--- src/rtl/chain_link_scheduler.sv ---
// chain_link_scheduler: buffers chain-code bytes from the encoder and frames
// them for TX_UART as SOF, start_x, start_y, codes, perimeter, area,
// checksum, EOF. Encoder errors and FIFO overflows replace the frame tail
// with a single ABORT_BYTE.
module chain_link_scheduler #(
  parameter int unsigned FIFO_DEPTH = 16,
  parameter logic [7:0]  SOF_BYTE   = 8'hA5,
  parameter logic [7:0]  EOF_BYTE   = 8'h5A,
  parameter logic [7:0]  ABORT_BYTE = 8'hEE
) (
  input  logic        clk,
  input  logic        reset,
  input  logic [7:0]  code,
  input  logic        code_valid,
  input  logic        frame_end,
  input  logic        enc_error,
  input  logic [5:0]  start_x,
  input  logic [5:0]  start_y,
  input  logic [8:0]  perimeter,
  input  logic [11:0] area,
  input  logic        tx_ready,
  output logic [7:0]  tx_data,
  output logic        tx_start,
  output logic        busy,
  output logic        frame_done,
  output logic        err
);

  localparam int unsigned AW = $clog2(FIFO_DEPTH);
  localparam logic [AW:0] PTR_ONE = 1;

  typedef enum logic [2:0] {IDLE, HDR, BODY, TRL, ABORT} state_t;

  state_t      state, state_nx;

  logic [AW:0] wr_ptr, rd_ptr;
  logic [7:0]  mem [FIFO_DEPTH];
  logic        fifo_empty, fifo_full;

  logic [5:0]  sx_q, sy_q;
  logic [8:0]  per_q;
  logic [11:0] area_q;
  logic        fe_latch;
  logic [7:0]  csum;

  logic [1:0]  hdr_idx;
  logic [2:0]  trl_idx;
  logic [1:0]  guard_cnt;
  logic        eof_sent;

  logic        pending, in_csum, overflow, abort, slot, push, pop, frame_start;
  logic [7:0]  tx_byte;

  assign fifo_empty  = (wr_ptr == rd_ptr);
  assign fifo_full   = (wr_ptr[AW] != rd_ptr[AW]) &&
                       (wr_ptr[AW-1:0] == rd_ptr[AW-1:0]);
  assign frame_start = (state == IDLE) && code_valid;
  assign busy        = (state != IDLE);

  // State register
  always_ff @(posedge clk or negedge reset) begin
    if (!reset) state <= IDLE;
    else        state <= state_nx;
  end

  // Byte selection, send-slot decision, abort detection and next state.
  // Abort is resolved before the slot so an error always wins over a send.
  always_comb begin
    state_nx = state;
    pending  = 1'b0;
    tx_byte  = '0;
    in_csum  = 1'b0;
    case (state)
      HDR: begin
        pending = 1'b1;
        case (hdr_idx)
          2'd0:    tx_byte = SOF_BYTE;
          2'd1:    begin tx_byte = {2'b00, sx_q}; in_csum = 1'b1; end
          default: begin tx_byte = {2'b00, sy_q}; in_csum = 1'b1; end
        endcase
      end
      BODY: begin
        pending = !fifo_empty;
        tx_byte = mem[rd_ptr[AW-1:0]];
        in_csum = 1'b1;
      end
      TRL: begin
        pending = 1'b1;
        case (trl_idx)
          3'd0:    begin tx_byte = {7'b0, per_q[8]};    in_csum = 1'b1; end
          3'd1:    begin tx_byte = per_q[7:0];          in_csum = 1'b1; end
          3'd2:    begin tx_byte = {4'b0, area_q[11:8]}; in_csum = 1'b1; end
          3'd3:    begin tx_byte = area_q[7:0];         in_csum = 1'b1; end
          3'd4:    tx_byte = csum;
          default: tx_byte = EOF_BYTE;
        endcase
      end
      ABORT: begin
        pending = 1'b1;
        tx_byte = ABORT_BYTE;
      end
      default: ;
    endcase

    overflow = code_valid && ((state == TRL) ||
               (((state == HDR) || (state == BODY)) && fifo_full));
    abort    = overflow || (enc_error && (state != IDLE));
    slot     = pending && tx_ready && (guard_cnt == 2'd0) && !abort;
    push     = code_valid && !abort &&
               ((state == IDLE) || (state == HDR) || (state == BODY));
    pop      = slot && (state == BODY);

    if (abort) begin
      state_nx = ABORT;
    end else begin
      case (state)
        IDLE:  if (code_valid) state_nx = HDR;
        HDR:   if (slot && (hdr_idx == 2'd2)) state_nx = BODY;
        // A code arriving in the same cycle must still go out before the trailer
        BODY:  if (fe_latch && fifo_empty && !code_valid) state_nx = TRL;
        TRL:   if (slot && (trl_idx == 3'd5)) state_nx = IDLE;
        ABORT: if (slot) state_nx = IDLE;
        default: state_nx = IDLE;
      endcase
    end
  end

  // FIFO pointers; an abort flushes all buffered codes
  always_ff @(posedge clk or negedge reset) begin
    if (!reset) begin
      wr_ptr <= '0;
      rd_ptr <= '0;
    end else if (abort) begin
      wr_ptr <= '0;
      rd_ptr <= '0;
    end else begin
      if (push) wr_ptr <= wr_ptr + PTR_ONE;
      if (pop)  rd_ptr <= rd_ptr + PTR_ONE;
    end
  end

  // FIFO storage
  always_ff @(posedge clk) begin
    if (push) mem[wr_ptr[AW-1:0]] <= code;
  end

  // Per-frame context: start point, trailer values, checksum, sticky error
  always_ff @(posedge clk or negedge reset) begin
    if (!reset) begin
      sx_q     <= '0;
      sy_q     <= '0;
      per_q    <= '0;
      area_q   <= '0;
      fe_latch <= 1'b0;
      csum     <= '0;
      err      <= 1'b0;
    end else begin
      if (frame_start) begin
        sx_q     <= start_x;
        sy_q     <= start_y;
        fe_latch <= 1'b0;
        csum     <= '0;
      end else begin
        if (((state == HDR) || (state == BODY)) && frame_end) begin
          fe_latch <= 1'b1;
          per_q    <= perimeter;
          area_q   <= area;
        end
        if (slot && in_csum) csum <= csum ^ tx_byte;
      end
      if (abort || ((state == IDLE) && enc_error)) err <= 1'b1;
      else if (frame_start)                        err <= 1'b0;
    end
  end

  // Transmit handshake, ready guard, byte indices and frame_done pulse
  always_ff @(posedge clk or negedge reset) begin
    if (!reset) begin
      tx_data    <= '0;
      tx_start   <= 1'b0;
      guard_cnt  <= '0;
      hdr_idx    <= '0;
      trl_idx    <= '0;
      eof_sent   <= 1'b0;
      frame_done <= 1'b0;
    end else begin
      tx_start <= slot;
      if (slot) tx_data <= tx_byte;
      if (slot)                   guard_cnt <= 2'd2;
      else if (guard_cnt != 2'd0) guard_cnt <= guard_cnt - 2'd1;
      if (state_nx != state) begin
        hdr_idx <= '0;
        trl_idx <= '0;
      end else if (slot) begin
        if (state == HDR) hdr_idx <= hdr_idx + 2'd1;
        if (state == TRL) trl_idx <= trl_idx + 3'd1;
      end
      eof_sent   <= slot && (state == TRL) && (trl_idx == 3'd5);
      frame_done <= eof_sent;
    end
  end

endmodule

--- config.mk ---
export PLATFORM = sky130hd
export DESIGN_NAME = chain_link_scheduler
export DESIGN_NICKNAME = d
export VERILOG_FILES = /design/src/rtl/chain_link_scheduler.sv
export SDC_FILE = /design/constraint.sdc
export NUM_CORES = 1
export LEC_CHECK = 0
export BUFFER_PORTS_ARGS = -buffer_cell sky130_fd_sc_hd__buf_2
export CORE_UTILIZATION = 60
export CTS_BUF_LIST = sky130_fd_sc_hd__clkbuf_8
export DETAILED_ROUTE_END_ITERATION = 10
export GPL_ROUTABILITY_DRIVEN = 1
export PLACE_DENSITY = 0.9
export SLEW_MARGIN = 30
export SYNTH_ARGS = -nofsm -noshare
export SYNTH_HDL_FRONTEND = slang
export SYNTH_SLANG_ARGS = --single-unit
--- constraint.sdc ---
create_clock -name clk -period 3.1 [get_ports clk]
set_input_delay 0.31 -clock clk [delete_from_list [all_inputs] [get_ports clk]]
set_output_delay 0.31 -clock clk [all_outputs]
set_load 0.1 [all_outputs]
==> run summary, run 1 <==
Period Utilization, post-route: 0.893
CTS tree: done
Tmin final: 2770 ps
sequential fraction of the synthesis area: 0.650
Flop pwr share: 0.491
combinational power share: 0.199
port bufs: 58
crit-path max FO: 10
Detailed Place HPWL: 14.0 mm
Worst Path Required: 3540 ps
layout cells sized above 1: 0.269
Slew @ Worst Pin: 674 ps
asr flop ratio synth: 0.366
Core Region: 14000 sq um
CP startpoint kind: register
Via Count: 5667
Nets: 769
DRC viols: 0
Initial Util: 0.624
Hold Crit Depth: 3
Synth Area in Compound Gates: 0.0700
Final Max Slew Viols: 0
post-synth cell types: 52
diodes inserted: 0
# resized after CTS: 0
GR Overflow Total: 0
Final Hold Fails: 0
post-route design area: 10100 sq um
CTS Buffer Depth: 3
total clock sinks: 202
Sw Share: 0.316
Cell Pwr Density: 679 nW/um^2
routability congestion estimate: 0.948
synthesized net count: 667
initial antenna violation count: 1
dominant synthesized flop cell: edfxtp_1
worst-path cell chain: xnor2_1, nor3_1, a311o_1, buf_4, or4_1, or3_1, a21oi_1
DRT Pass-1 Iters: 6
internal power: 0.00468 W
Fmax: 0.361 GHz
Area Overhead vs Synth: 15.0%
clock root buffer master: clkbuf_8
Post-Synth Adder-Cell Area: 0.0214
xor/xnor share of the synthesized area: 0.0150
TNS Setup: 0 ps
final WL: 20.5 mm
# hold bufs at CTS: 8
WP data arrival: 3210 ps
Crit-path slowest cell: or4_1
Worst-Skew Late Latency: 530 ps
Reg clk slew, reported paths: 60 ps
Clk network pwr share: 0.310
die height: 123 um
setup ws final: 333 ps
worst reg-to-reg path cell count: 7
Largest stage delay, worst path: 660 ps
crit end category: register
Post-synth EDFFs: 128
Final Util: 0.718
antenna-violating nets left: 0
multiplexer share of the synthesized area: 0.130
Mapped Area: 8760 sq um
worst hold path class: in -> reg
synth warn: 0
first-pass GRT wire length: 31.3 mm
Psw: 0.00217 W
TritonCTS buffer count: 34
worst vdd ir: 0.571 mV
relative slew slack: 0.551
Final Setup Violations: 0
largest net degree at the start of global routing: 75
Layout Skew: 20.9 ps
average wire per standard cell: 22.5 um
Mean Syn Cell Area: 14.5 sq um
H-tree depth: 2
area of placed instances: 9400 sq um
Lkg Pwr: 3.92 nW
Max-Cap Viols: 0
Ports: 59
setup repair bufs after CTS: 0
die area: 15100 sq um
RSZ-0062 raised after global routing: no
std cell rows: 43
die extent in x: 123 um
pre-CTS WS: 384 ps
simple-gate share of the synthesized area: 0.0912
Yosys reg bits: 202
status: finished, final reports clean
Mapped Cells: 605
Tot GR Track Use: 0.289
largest family of logic cells by synthesized area: multiplexers
vias in the first global route: 5825
vias per cell: 6.22
drt initial violations: 588
kind of critical path: reg -> reg
[worst max-delay path: cells and delay by family (launching register included)]
kind | cells | cell delay, ps
AND/OR/NAND/NOR | 3 | 1180
AO/OA/AOI/OAI | 2 | 560
flip-flops | 1 | 400
XOR/XNOR | 1 | 360
buffers and inverters | 1 | 190
[cells in the final DEF (no fill, tap or decap), drive strengths merged, types with 5 or more instances in the layout]
master	n
dlygate4sd3	8
buf	90
xor2	8
mux4	32
nor2b	7
a211oi	5
nand2b	6
mux2i	13
a221o	5
a21oi	12
inv	30
mux2	26
clkinv	9
dfrtp	74
ha	15
nor3	16
nand2	67
nor2	42
o211ai	5
clkbuf	36
a22o	7
xnor2	7
a22oi	8
or3	6
edfxtp	128
o21ai	15
[final timing paths]
check | startpoint | endpoint | slack, ps
max | wr_ptr[4] | csum[5] | 330
min | start_y[4] | sy_q[4] | 7
max reg2reg | wr_ptr[4] | csum[5] | 330
min reg2reg | eof_sent | frame_done | 350
max in group asynchronous | reset | rd_ptr[0] | 2210
min in group asynchronous | reset | area_q[8] | 360
[cell usage after synthesis, types with 4 or more instances]
cell	number	area, sq um
clkbuf_1	17	63.8
mux2_2	26	293
nand3_1	4	20.0
nor4_1	4	25.0
edfxtp_1	128	3840
nand2b_1	6	37.5
o211ai_1	5	37.5
inv_1	14	52.6
xor2_1	8	70.1
a211oi_1	5	37.5
buf_2	13	65.1
mux4_2	32	721
a22o_1	7	61.3
or3_1	6	37.5
nor3_1	16	80.1
a22oi_1	8	60.1
mux2i_1	13	130
nor2b_1	7	43.8
dfrtp_1	74	1850
a21oi_1	12	60.1
xnor2_1	7	61.3
nor2_1	42	158
nand3b_1	4	30.0
nand2_1	67	251
o21ai_0	15	75.1
ha_1	15	188
a221o_1	5	50.1
[per-layer routing]
metal | vias to the layer above | global-route usage | share of wire
li1 | 2496 | - | -
met4 | 2 | 0.148 | 0.042
met3 | 78 | 0.0651 | 0.063
met2 | 241 | 0.478 | 0.50
met5 | - | 0 | 0.00054
met1 | 2850 | 0.357 | 0.39
[area by class of cell]
cell class	count	area (sq um)
multi-input cells	356	2890
well taps	180	225
clock buffers	36	495
flip-flops and latches	202	5700
clock inverters	24	106
fillers	888	3960
inverters	15	56.3
repair buffers	98	617
[power groups by stage]
stage	Sequential [W]	Clock, W	Combinational (W)
2_1_floorplan	0.00364	0	0.000663
3_3_place_gp	0.00339	0	0.00130
3_5_place_dp	0.00340	0	0.00135
4_1_cts	0.00336	0.00216	0.00136
5_1_grt	0.00339	0.00227	0.00146
6_report	0.00336	0.00212	0.00136
[cell families after synthesis]
kind of cell / after synthesis
flip-flops: 202
AND/OR/NAND/NOR: 171
multiplexers: 71
adder cells (fa/ha/maj): 15
AO/OA/AOI/OAI: 84
buffers and inverters: 47
XOR/XNOR: 15
[stage by stage]
| step | hold WS [ps] | power, W | instances |
|---|---|---|---|
| floorplan | 14.4 | 0.00431 | 605 |
| global placement | 335 | 0.00469 | 843 |
| detailed placement | 336 | 0.00475 | 843 |
| CTS | 0.977 | 0.00687 | 911 |
| global route | 15.0 | 0.00712 | 911 |
| finish | 7.04 | 0.00684 | 911 |
[sequential cells by signal (all words and copies together), names as in the netlist, 3 cells and up]
| name | flops |
|---|---|
| per_q | 9 |
| tx_data | 8 |
| sx_q | 6 |
| wr_ptr | 5 |
| trl_idx | 3 |
| state | 3 |
| sy_q | 6 |
| area_q | 12 |
| csum | 8 |
| mem | 128 |
| rd_ptr | 5 |
Note: power is estimated with default switching activity, not from simulation.
==> run 2, diff against run 1 <==
--- a/config.mk
+++ b/config.mk
@@ -6,11 +6,11 @@
 export NUM_CORES = 1
 export LEC_CHECK = 0
 export BUFFER_PORTS_ARGS = -buffer_cell sky130_fd_sc_hd__buf_2
-export CORE_UTILIZATION = 60
+export CORE_UTILIZATION = 40
 export CTS_BUF_LIST = sky130_fd_sc_hd__clkbuf_8
 export DETAILED_ROUTE_END_ITERATION = 10
 export GPL_ROUTABILITY_DRIVEN = 1
-export PLACE_DENSITY = 0.9
+export PLACE_DENSITY = 0.68
 export SLEW_MARGIN = 30
 export SYNTH_ARGS = -nofsm -noshare
 export SYNTH_HDL_FRONTEND = slang
==> run 2 against run 1 <==
Power up 2.9%. Sequential cell count unchanged. Critical path depth down 1. First-iteration DRC count fell by 37%. Die area up 49%. Register-to-register slack got worse by 30 ps. Highest routed layer is now met4.
==> run summary, run 2 (same netlist as run 1, synthesis figures left out) <==
highest-count cells in the layout ignoring fill and taps: edfxtp_1, dfrtp_1, nand2_1
Max-Cap Viols: 0
CTS tree: done
Largest stage delay, worst path: 730 ps
die area: 22500 sq um
die height: 150 um
Period Utilization, post-route: 0.903
Lkg Pwr: 3.97 nW
CTS Buffer Depth: 3
crit-path max FO: 12
GR Overflow Total: 0
total clock sinks: 202
area of placed instances: 9520 sq um
first-pass GRT wire length: 31.5 mm
internal power: 0.00490 W
setup repair bufs after CTS: 0
worst vdd ir: 0.339 mV
TNS Setup: 0 ps
routability congestion estimate: 0.879
Core Region: 21200 sq um
crit end category: register
vias in the first global route: 5659
Final Setup Violations: 0
Psw: 0.00215 W
DRT Pass-1 Iters: 7
Layout Skew: 16.6 ps
WP data arrival: 3240 ps
H-tree depth: 2
Detailed Place HPWL: 13.8 mm
Clk network pwr share: 0.333
R2R setup slack: 300 ps
commonest non-fill, non-tap cell in the layout: edfxtp_1
kind of critical path: reg -> reg
Fmax: 0.357 GHz
Flop pwr share: 0.473
DRC viols: 0
Crit-path slowest cell: or4_1
Final Non-Filler Cells: 1012
relative slew slack: 0.538
worst reg-to-reg path cell count: 6
TritonCTS buffer count: 34
Tot GR Track Use: 0.186
# resized after CTS: 0
vias per cell: 5.51
# hold bufs at CTS: 13
RSZ-0062 raised after global routing: no
Final Max Slew Viols: 0
clock root buffer master: clkbuf_8
die extent in x: 150 um
Initial Util: 0.413
Filler Cell Count: 1819
Cell Pwr Density: 682 nW/um^2
Area Overhead vs Synth: 17.9%
Ports: 59
dpl cells: 938
Hold Crit Depth: 2
Slew @ Worst Pin: 686 ps
Tot Pwr: 0.00704 W
post-route design area: 10300 sq um
Reg clk slew, reported paths: 60 ps
Final Hold Fails: 0
CP startpoint kind: register
Worst-Skew Late Latency: 510 ps
max reg flops: 128
diodes inserted: 0
antenna-violating nets left: 0
combinational power share: 0.194
status: finished, final reports clean
smallest hold slack: 34.8 ps
final WL: 20.2 mm
initial antenna violation count: 0
worst hold path class: in -> reg
drt initial violations: 371
port bufs: 58
worst-path cell chain: xnor2_1, nor3_1, a311o_1, or4_1, or3_1, a21oi_1
Sw Share: 0.305
average wire per standard cell: 20.0 um
Tmin final: 2800 ps
Worst Path Required: 3540 ps
Via Count: 5575
Nets: 774
std cell rows: 53
layout cells sized above 1: 0.275
largest net degree at the start of global routing: 75
run 2: cell count changes in the layout (fill, tap and decap cells not counted), sizes merged:
cell | before | now
dlygate4sd3 | 8 | 13
clkbuf | 36 | 38
clkinv | 9 | 10
bufinv | 0 | 2
inv | 30 | 26
run 2: path summary, 6_finish.rpt:
kind | end | from
max | csum[4] | state[1]
min | area_q[1] | area[1]
max reg2reg | csum[4] | state[1]
min reg2reg | frame_done | eof_sent
max in group asynchronous | rd_ptr[0] | reset
min in group asynchronous | area_q[10] | reset
run 2: power groups by stage:
stage / clock (W) / sequential [W] / combinational (W)
after global routing: 0.00254 / 0.00336 / 0.00147
after CTS: 0.00242 / 0.00333 / 0.00136
after floorplan: 0 / 0.00364 / 0.000663
after global placement: 0 / 0.00337 / 0.00130
after detailed placement: 0 / 0.00338 / 0.00134
final: 0.00235 / 0.00333 / 0.00136
run 2: layer usage:
layer | track usage | vias up | part of all wire
met5 | 0 | - | 0
met4 | 0.0636 | 0 | 0.024
met3 | 0.0393 | 37 | 0.063
met2 | 0.300 | 180 | 0.49
met1 | 0.249 | 2842 | 0.43
li1 | - | 2516 | -
run 2: cell type report:
type | count | area, sq um | area share
flip-flops and latches | 202 | 5700 | 0.551
clock inverters | 23 | 158 | 0.0153
well taps | 275 | 344 | 0.0333
clock buffers | 38 | 523 | 0.0506
repair buffers | 103 | 667 | 0.0646
inverters | 15 | 56.3 | 0.00545
multi-input cells | 356 | 2890 | 0.279
run 2: stage by stage:
stage / worst slack (ps) / utilization
finish: 301 / 0.487
floorplan: 478 / -
CTS: 350 / 0.487
global placement: 507 / 0.448
detailed placement: 359 / 0.448
global route: 160 / 0.487
run 2: worst max-delay path: cells and delay by family (launching register included):
kind,cells,cell delay [ps]
XOR/XNOR,1,290
AND/OR/NAND/NOR,3,1250
AO/OA/AOI/OAI,2,710
flip-flops,1,480
